File: src/rtl/vend_pkg.sv
// Shared types and constants for the vending dispense path (sequencer and credit unit).
package vend_pkg;

    typedef enum logic [2:0] {
        ST_IDLE,
        ST_DEBIT,
        ST_MOTOR,
        ST_DROP,
        ST_DONE,
        ST_FAIL
    } vend_state_t;

    typedef enum logic [1:0] {
        FAIL_NONE     = 2'b00,
        FAIL_EMPTY    = 2'b01,
        FAIL_NOCREDIT = 2'b10,
        FAIL_JAM      = 2'b11
    } fail_code_t;

    // Price of one can, shared with the credit unit.
    localparam logic [7:0] COST = 8'd25;

endpackage

File: src/rtl/vend_rr_arbiter.sv
// Combinational round-robin pick: first pending slot at or after ptr, wrapping.
module vend_rr_arbiter #(
    parameter int SLOTS = 4,
    parameter int IDX_W = (SLOTS > 1) ? $clog2(SLOTS) : 1
) (
    input  logic [SLOTS-1:0] pend,
    input  logic [IDX_W-1:0] ptr,
    output logic [IDX_W-1:0] grant,
    output logic             valid
);

    always_comb begin
        int idx;
        grant = '0;
        valid = 1'b0;
        for (int off = 0; off < SLOTS; off++) begin
            idx = int'(ptr) + off;
            if (idx >= SLOTS) idx = idx - SLOTS;
            if (!valid && pend[idx]) begin
                valid = 1'b1;
                grant = IDX_W'(idx);
            end
        end
    end

endmodule

File: src/rtl/vend_dispense_ctrl.sv
// Dispense sequencer: RR slot grant, credit debit handshake, motor pulse, drop check.
// Build option: define DROP_SENSE_EN to enable the drop sensor, timeout/JAM, refund and faults.
module vend_dispense_ctrl
    import vend_pkg::*;
#(
    parameter int SLOTS        = 4,
    parameter int STOCK_W      = 4,
    parameter int MOTOR_CYCLES = 8,
    parameter int DROP_TIMEOUT = 32,
    parameter int IDX_W        = (SLOTS > 1) ? $clog2(SLOTS) : 1
) (
    input  logic             clk,
    input  logic             reset,
    input  logic [SLOTS-1:0] sel_req,
    input  logic [SLOTS-1:0] restock,
    output logic             debit_req,
    output logic [IDX_W-1:0] debit_slot,
    input  logic             debit_ack,
    input  logic             debit_nack,
    output logic             refund,
    output logic [SLOTS-1:0] motor_en,
    input  logic             drop_sense,
    output logic             vend_done,
    output logic             vend_fail,
    output logic [1:0]       fail_code,
    output logic [IDX_W-1:0] active_slot,
    output logic [SLOTS-1:0] slot_avail,
    output logic             busy
);

    localparam int CNT_MAX = (MOTOR_CYCLES > DROP_TIMEOUT) ? MOTOR_CYCLES : DROP_TIMEOUT;
    localparam int CNT_W   = $clog2(CNT_MAX + 1);
    localparam logic [STOCK_W-1:0] FULL = '1;

    vend_state_t        state_q, state_d;
    fail_code_t         code_q, code_d;
    logic [IDX_W-1:0]   grant_q, grant_d;
    logic [IDX_W-1:0]   ptr_q, ptr_d;
    logic [CNT_W-1:0]   cnt_q, cnt_d;
    logic               drop_seen_q, drop_seen_d;
    logic [SLOTS-1:0]   pend_q, pend_d;
    logic [SLOTS-1:0]   fault_q, fault_d;
    logic [STOCK_W-1:0] stock_q [SLOTS];
    logic [STOCK_W-1:0] stock_d [SLOTS];

    logic [IDX_W-1:0]   arb_grant;
    logic               arb_valid;
    logic               hold_grant;

    vend_rr_arbiter #(.SLOTS(SLOTS), .IDX_W(IDX_W)) u_arb (
        .pend  (pend_q),
        .ptr   (ptr_q),
        .grant (arb_grant),
        .valid (arb_valid)
    );

`ifndef DROP_SENSE_EN
    logic unused_drop_sense;
    assign unused_drop_sense = drop_sense;
`endif

    always_comb begin
        for (int i = 0; i < SLOTS; i++) begin
            slot_avail[i] = (stock_q[i] != '0) && !fault_q[i];
        end
    end

    assign hold_grant = (state_q == ST_MOTOR) || (state_q == ST_DROP) || (state_q == ST_DONE);

    // NOTE: every variable gets a default first so no path leaves one unassigned (no latch).
    always_comb begin
        state_d     = state_q;
        code_d      = code_q;
        grant_d     = grant_q;
        ptr_d       = ptr_q;
        cnt_d       = cnt_q;
        drop_seen_d = drop_seen_q;
        pend_d      = pend_q | sel_req;
        fault_d     = fault_q;
        stock_d     = stock_q;

        case (state_q)
            ST_IDLE: begin
                if (arb_valid) begin
                    grant_d           = arb_grant;
                    ptr_d             = (arb_grant == IDX_W'(SLOTS - 1)) ? '0 : arb_grant + 1'b1;
                    pend_d[arb_grant] = 1'b0;
                    if (!slot_avail[arb_grant]) begin
                        state_d = ST_FAIL;
                        code_d  = FAIL_EMPTY;
                    end else begin
                        state_d = ST_DEBIT;
                    end
                end
            end
            ST_DEBIT: begin
                if (debit_nack) begin
                    state_d = ST_FAIL;
                    code_d  = FAIL_NOCREDIT;
                end else if (debit_ack) begin
                    state_d     = ST_MOTOR;
                    cnt_d       = '0;
                    drop_seen_d = 1'b0;
                end
            end
            ST_MOTOR: begin
`ifdef DROP_SENSE_EN
                if (drop_sense) drop_seen_d = 1'b1;
`endif
                if (cnt_q == CNT_W'(MOTOR_CYCLES - 1)) begin
                    cnt_d = '0;
`ifdef DROP_SENSE_EN
                    state_d = ST_DROP;
`else
                    state_d = ST_DONE;
`endif
                end else begin
                    cnt_d = cnt_q + 1'b1;
                end
            end
`ifdef DROP_SENSE_EN
            ST_DROP: begin
                // A drop on the last timeout cycle still wins over the jam.
                if (drop_sense || drop_seen_q) begin
                    state_d = ST_DONE;
                end else if (cnt_q == CNT_W'(DROP_TIMEOUT - 1)) begin
                    state_d = ST_FAIL;
                    code_d  = FAIL_JAM;
                end else begin
                    cnt_d = cnt_q + 1'b1;
                end
            end
`endif
            ST_DONE: begin
                if (stock_q[grant_q] != '0) stock_d[grant_q] = stock_q[grant_q] - 1'b1;
                state_d = ST_IDLE;
            end
            ST_FAIL: begin
`ifdef DROP_SENSE_EN
                if (code_q == FAIL_JAM) fault_d[grant_q] = 1'b1;
`endif
                state_d = ST_IDLE;
            end
            default: state_d = ST_IDLE;
        endcase

        // Refill is blocked only for the slot whose can is physically in flight.
        for (int i = 0; i < SLOTS; i++) begin
            if (restock[i] && !(hold_grant && (grant_q == IDX_W'(i)))) begin
                stock_d[i] = FULL;
                fault_d[i] = 1'b0;
            end
        end
    end

    // NOTE: state registers use non-blocking assignments so all flops update together.
    always_ff @(posedge clk) begin
        if (reset) begin
            state_q     <= ST_IDLE;
            code_q      <= FAIL_NONE;
            grant_q     <= '0;
            ptr_q       <= '0;
            cnt_q       <= '0;
            drop_seen_q <= 1'b0;
            pend_q      <= '0;
            fault_q     <= '0;
            // NOTE: the stock array is reset because machine state must come up known (full).
            for (int i = 0; i < SLOTS; i++) stock_q[i] <= FULL;
        end else begin
            state_q     <= state_d;
            code_q      <= code_d;
            grant_q     <= grant_d;
            ptr_q       <= ptr_d;
            cnt_q       <= cnt_d;
            drop_seen_q <= drop_seen_d;
            pend_q      <= pend_d;
            fault_q     <= fault_d;
            stock_q     <= stock_d;
        end
    end

    assign busy        = (state_q != ST_IDLE);
    assign debit_req   = (state_q == ST_DEBIT);
    assign debit_slot  = grant_q;
    assign active_slot = grant_q;
    assign motor_en    = (state_q == ST_MOTOR) ? (SLOTS'(1) << grant_q) : '0;
    assign vend_done   = (state_q == ST_DONE);
    assign vend_fail   = (state_q == ST_FAIL);
    assign fail_code   = (state_q == ST_FAIL) ? code_q : FAIL_NONE;
`ifdef DROP_SENSE_EN
    assign refund      = (state_q == ST_FAIL) && (code_q == FAIL_JAM);
`else
    assign refund      = 1'b0;
`endif

endmodule
File: config.mk
export PLATFORM = sky130hd
export DESIGN_NAME = vend_dispense_ctrl
export DESIGN_NICKNAME = d
export VERILOG_FILES = /design/src/rtl/vend_pkg.sv /design/src/rtl/vend_rr_arbiter.sv /design/src/rtl/vend_dispense_ctrl.sv
export SDC_FILE = /design/constraint.sdc
export NUM_CORES = 1
export LEC_CHECK = 0
export ABC_AREA = 1
export CAP_MARGIN = 20
export CORE_UTILIZATION = 51
export CTS_BUF_LIST = sky130_fd_sc_hd__clkbuf_4 sky130_fd_sc_hd__clkbuf_8
export DETAILED_ROUTE_END_ITERATION = 8
export PLACE_DENSITY_LB_ADDON = 0.3
export SLEW_MARGIN = 20
export SYNTH_ARGS = -nofsm -noshare
export SYNTH_HDL_FRONTEND = slang
export SYNTH_SLANG_ARGS = --single-unit
File: constraint.sdc
create_clock -name clk -period 1.85 [get_ports clk]
set_input_delay 0.37 -clock clk [delete_from_list [all_inputs] [get_ports clk]]
set_output_delay 0.37 -clock clk [all_outputs]
set_load 0.01 [all_outputs]
==> run_results.csv <==
group,metric,value,unit
outcome,status,"finished, violations left",
outcome,violations,"setup timing",
cells_and_area,layout_common_cells,"nand2_1, buf_4, inv_1",
pwr,power,5.988,mW
timing,whs,0.4617,ns
pwr,p_leak,1.513,nW
setup_path,start_kind,"flip-flop",
grt,grt_max_degree,11,
cells_and_area,fin_area,3236,sq um
place,io_buffers,29,
floorplan,core-area,4000,sq um
yosys,syn_area_per_cell,6.790,sq um
worst_hold_path,worst_hold_path_type,"flip-flop to flip-flop",
timing,rsz0062_at_grt,"true",
yosys,syn_nets,333,
yosys,synthCells,314,
floorplan,die_w,66.66,microns
cells_and_area,antenna_cells,0,
yosys,netlist_area,2132,sq um
yosys,ys_warn_count,0,
place,placedInstanceArea,2693,sq um
pwr,irDropWorstVdd,0.0009872,V
floorplan,initial_core_util,53.30,%
setup_path,cp_data_arrival_time,2.14,ns
cells_and_area,area_growth_syn_to_layout,51.76,%
timing,fmax,0.5085,GHz
worst_hold_path,hold_start,"code_q[0]",
clock_network,cts_tree,"yes",
cells_and_area,num-nets-final,408,
clock_network,clk_pin_slew,0.08,ns
cells_and_area,fillers,229,
place,dp_slack,-0.04751,ns
route,first_pass_iters,4,
yosys,synthArstFlopShare,0,%
route,drtIter0Drc,271,
grt,grt_pass1_wl,9756,microns
place,dp_hpwl,3983,microns
clock_network,cts_inserted_buffers,5,
cells_and_area,finalNonFillerCells,439,
route,drc,0,
clock_network,clock_latency,0.30,ns
clock_network,clockRootBuffer,"clkbuf_8",
grt,grt_pass1_vias,2196,
route,viasPerCell,5.690,
cells_and_area,layout_commonest_cell,"nand2_1",
flow_run,drv_cap,0,
route,routed_wl,7335,microns
clock_network,cts_sinks,35,
route,ant_nets,0,
route,avgRoutedWirePerCell,16.71,microns
floorplan,floorplan.die_area,4443,sq um
timing,hold_violations,0,
grt,grt_usage,29.01,%
setup_path,crit_type,"flip-flop to flip-flop",
setup_path,crit_fanout,9,
yosys,yosysSeqAreaShare,32.86,%
cells_and_area,layout-drive-gt1-share,37.53,%
timing,skew,0.01040,ns
yosys,ys_ff_latch,35,
grt,overflow,0,
grt,antenna_found_initial,0,
setup_path,end_kind,"flip-flop",
place,gp_congestion,0.9329,
floorplan,die_h,66.66,microns
route,vias,2498,
clock_network,hold_buffers,0,
pwr,p_per_area,1851,nW/um^2
floorplan,rows,23,
timing,finalWorstSetupSlack,-0.1166,ns
setup_path,startpoint,"ptr_q[0]",
clock_network,htreeDepth,2,
timing,setup_violations,21,
place,dp_cells,419,
yosys,synth-edff-count,0,
yosys,ys.flop_type,"dfxtp_1",
timing,period_needed,1.967,ns
clock_network,clockBufferDepth,2,
floorplan,io_pins,32,
setup_path,required,2.03,ns
timing,drv_slew,0,
setup_path,r2r-start,"ptr_q[0]",
timing,period_share,106.3,%
yosys,ys_types,39,
-- layout make-up --
type	instances	area (sq um)	area share, %
Multi-Input combinational cell	228	1491	46.09
Sequential cell	35	718.2	22.20
Timing Repair Buffer	73	671.9	20.77
Inverter	46	185.2	5.723
Clock buffer	6	76.32	2.359
Tap cell	50	62.56	1.933
Clock inverter	1	30.03	0.9281
-- logic make-up (layout without fill, tap and decap cells) --
logic type                 Yosys count  count (layout)  synth area share (%)
AOI/OAI and AO/OA                   43              43                 13.62
xor gates and xnor gates             4               4                 1.643
adders and majority gates            6               6                 3.521
buffers and inverters               51             126                 10.09
DFF                                 35              35                 32.86
other                                1               1                0.1759
and+or+nand+nor                    174             174                 38.09
-- layer usage --
layer / GRT usage (%) / part of all wire, %
met1: 32.78 / 38
met2: 50.88 / 51
met3: 4.795 / 5.9
met4: 16.49 / 5.4
met5: 0 / 0
-- final timing paths --
check              endpoint  slack, ns  cells past startpoint
setup / recovery   ptr_q[0]      -0.12                     12
hold / removal    code_q[0]       0.46                      2
setup reg to reg   ptr_q[0]      -0.12                     12
hold reg to reg   code_q[0]       0.46                      2
-- synthesized netlist by cell type, types with 2 or more instances --
cell type | n | area, sq um
nand2_1 | 92 | 345.3
nor3_2 | 3 | 30.03
o211ai_1 | 11 | 82.58
ha_1 | 6 | 75.07
buf_4 | 3 | 22.52
nor2_2 | 5 | 31.28
xor2_1 | 3 | 26.28
nand4_1 | 4 | 25.02
nand3_2 | 5 | 50.05
a21oi_1 | 15 | 75.07
nand2_2 | 10 | 62.56
inv_1 | 36 | 135.1
o21ai_0 | 4 | 20.02
nor3_1 | 4 | 20.02
or4_1 | 2 | 15.01
dfxtp_1 | 35 | 700.7
a211oi_1 | 2 | 15.01
a221oi_2 | 2 | 30.03
inv_2 | 7 | 26.28
clkinv_1 | 2 | 7.510
nor2_1 | 23 | 86.33
a22oi_1 | 2 | 15.01
nand3_1 | 22 | 110.1
-- worst max-delay path, stage by stage, from the launching register on --
cell	delay, ns
dfxtp_4	0.38
buf_12	0.14
inv_8	0.09
nand2_2	0.07
nand3_2	0.09
nand2_4	0.07
nor2_4	0.17
nand3_2	0.13
buf_4	0.16
nand2_1	0.13
buf_6	0.15
nor2_1	0.06
o21a_1	0.19
-- metrics by stage --
step | utilization, % | TNS, ns
global route | 80.89 | -3.083
global placement | 67.31 | 0
floorplan | - | 0
CTS | 74.66 | -0.08512
finish | 80.89 | -0.9310
detailed placement | 67.31 | -0.1008
-- registers in the layout (all words and copies together) (netlist names) --
signal / flops
active_slot: 2
cnt_q: 6
code_q: 2
pend_q: 4
ptr_q: 2
state_q: 3
stock_q: 16
-- timing repair --
item	4_1_cts	5_1_grt
cloned	1	0
setup endpoints to repair	19	35
pin swaps	13	26
setup buffers	7	7
gates resized for setup	47	60
-- report_power, final --
| part | switching [mW] | total (mW) | internal [mW] |
|---|---|---|---|
| Clock | 0.291 | 0.701 | 0.410 |
| Sequential | 0.167 | 1.06 | 0.895 |
| Combinational | 2.42 | 4.23 | 1.81 |
Note: power is estimated with default switching activity, not from simulation.
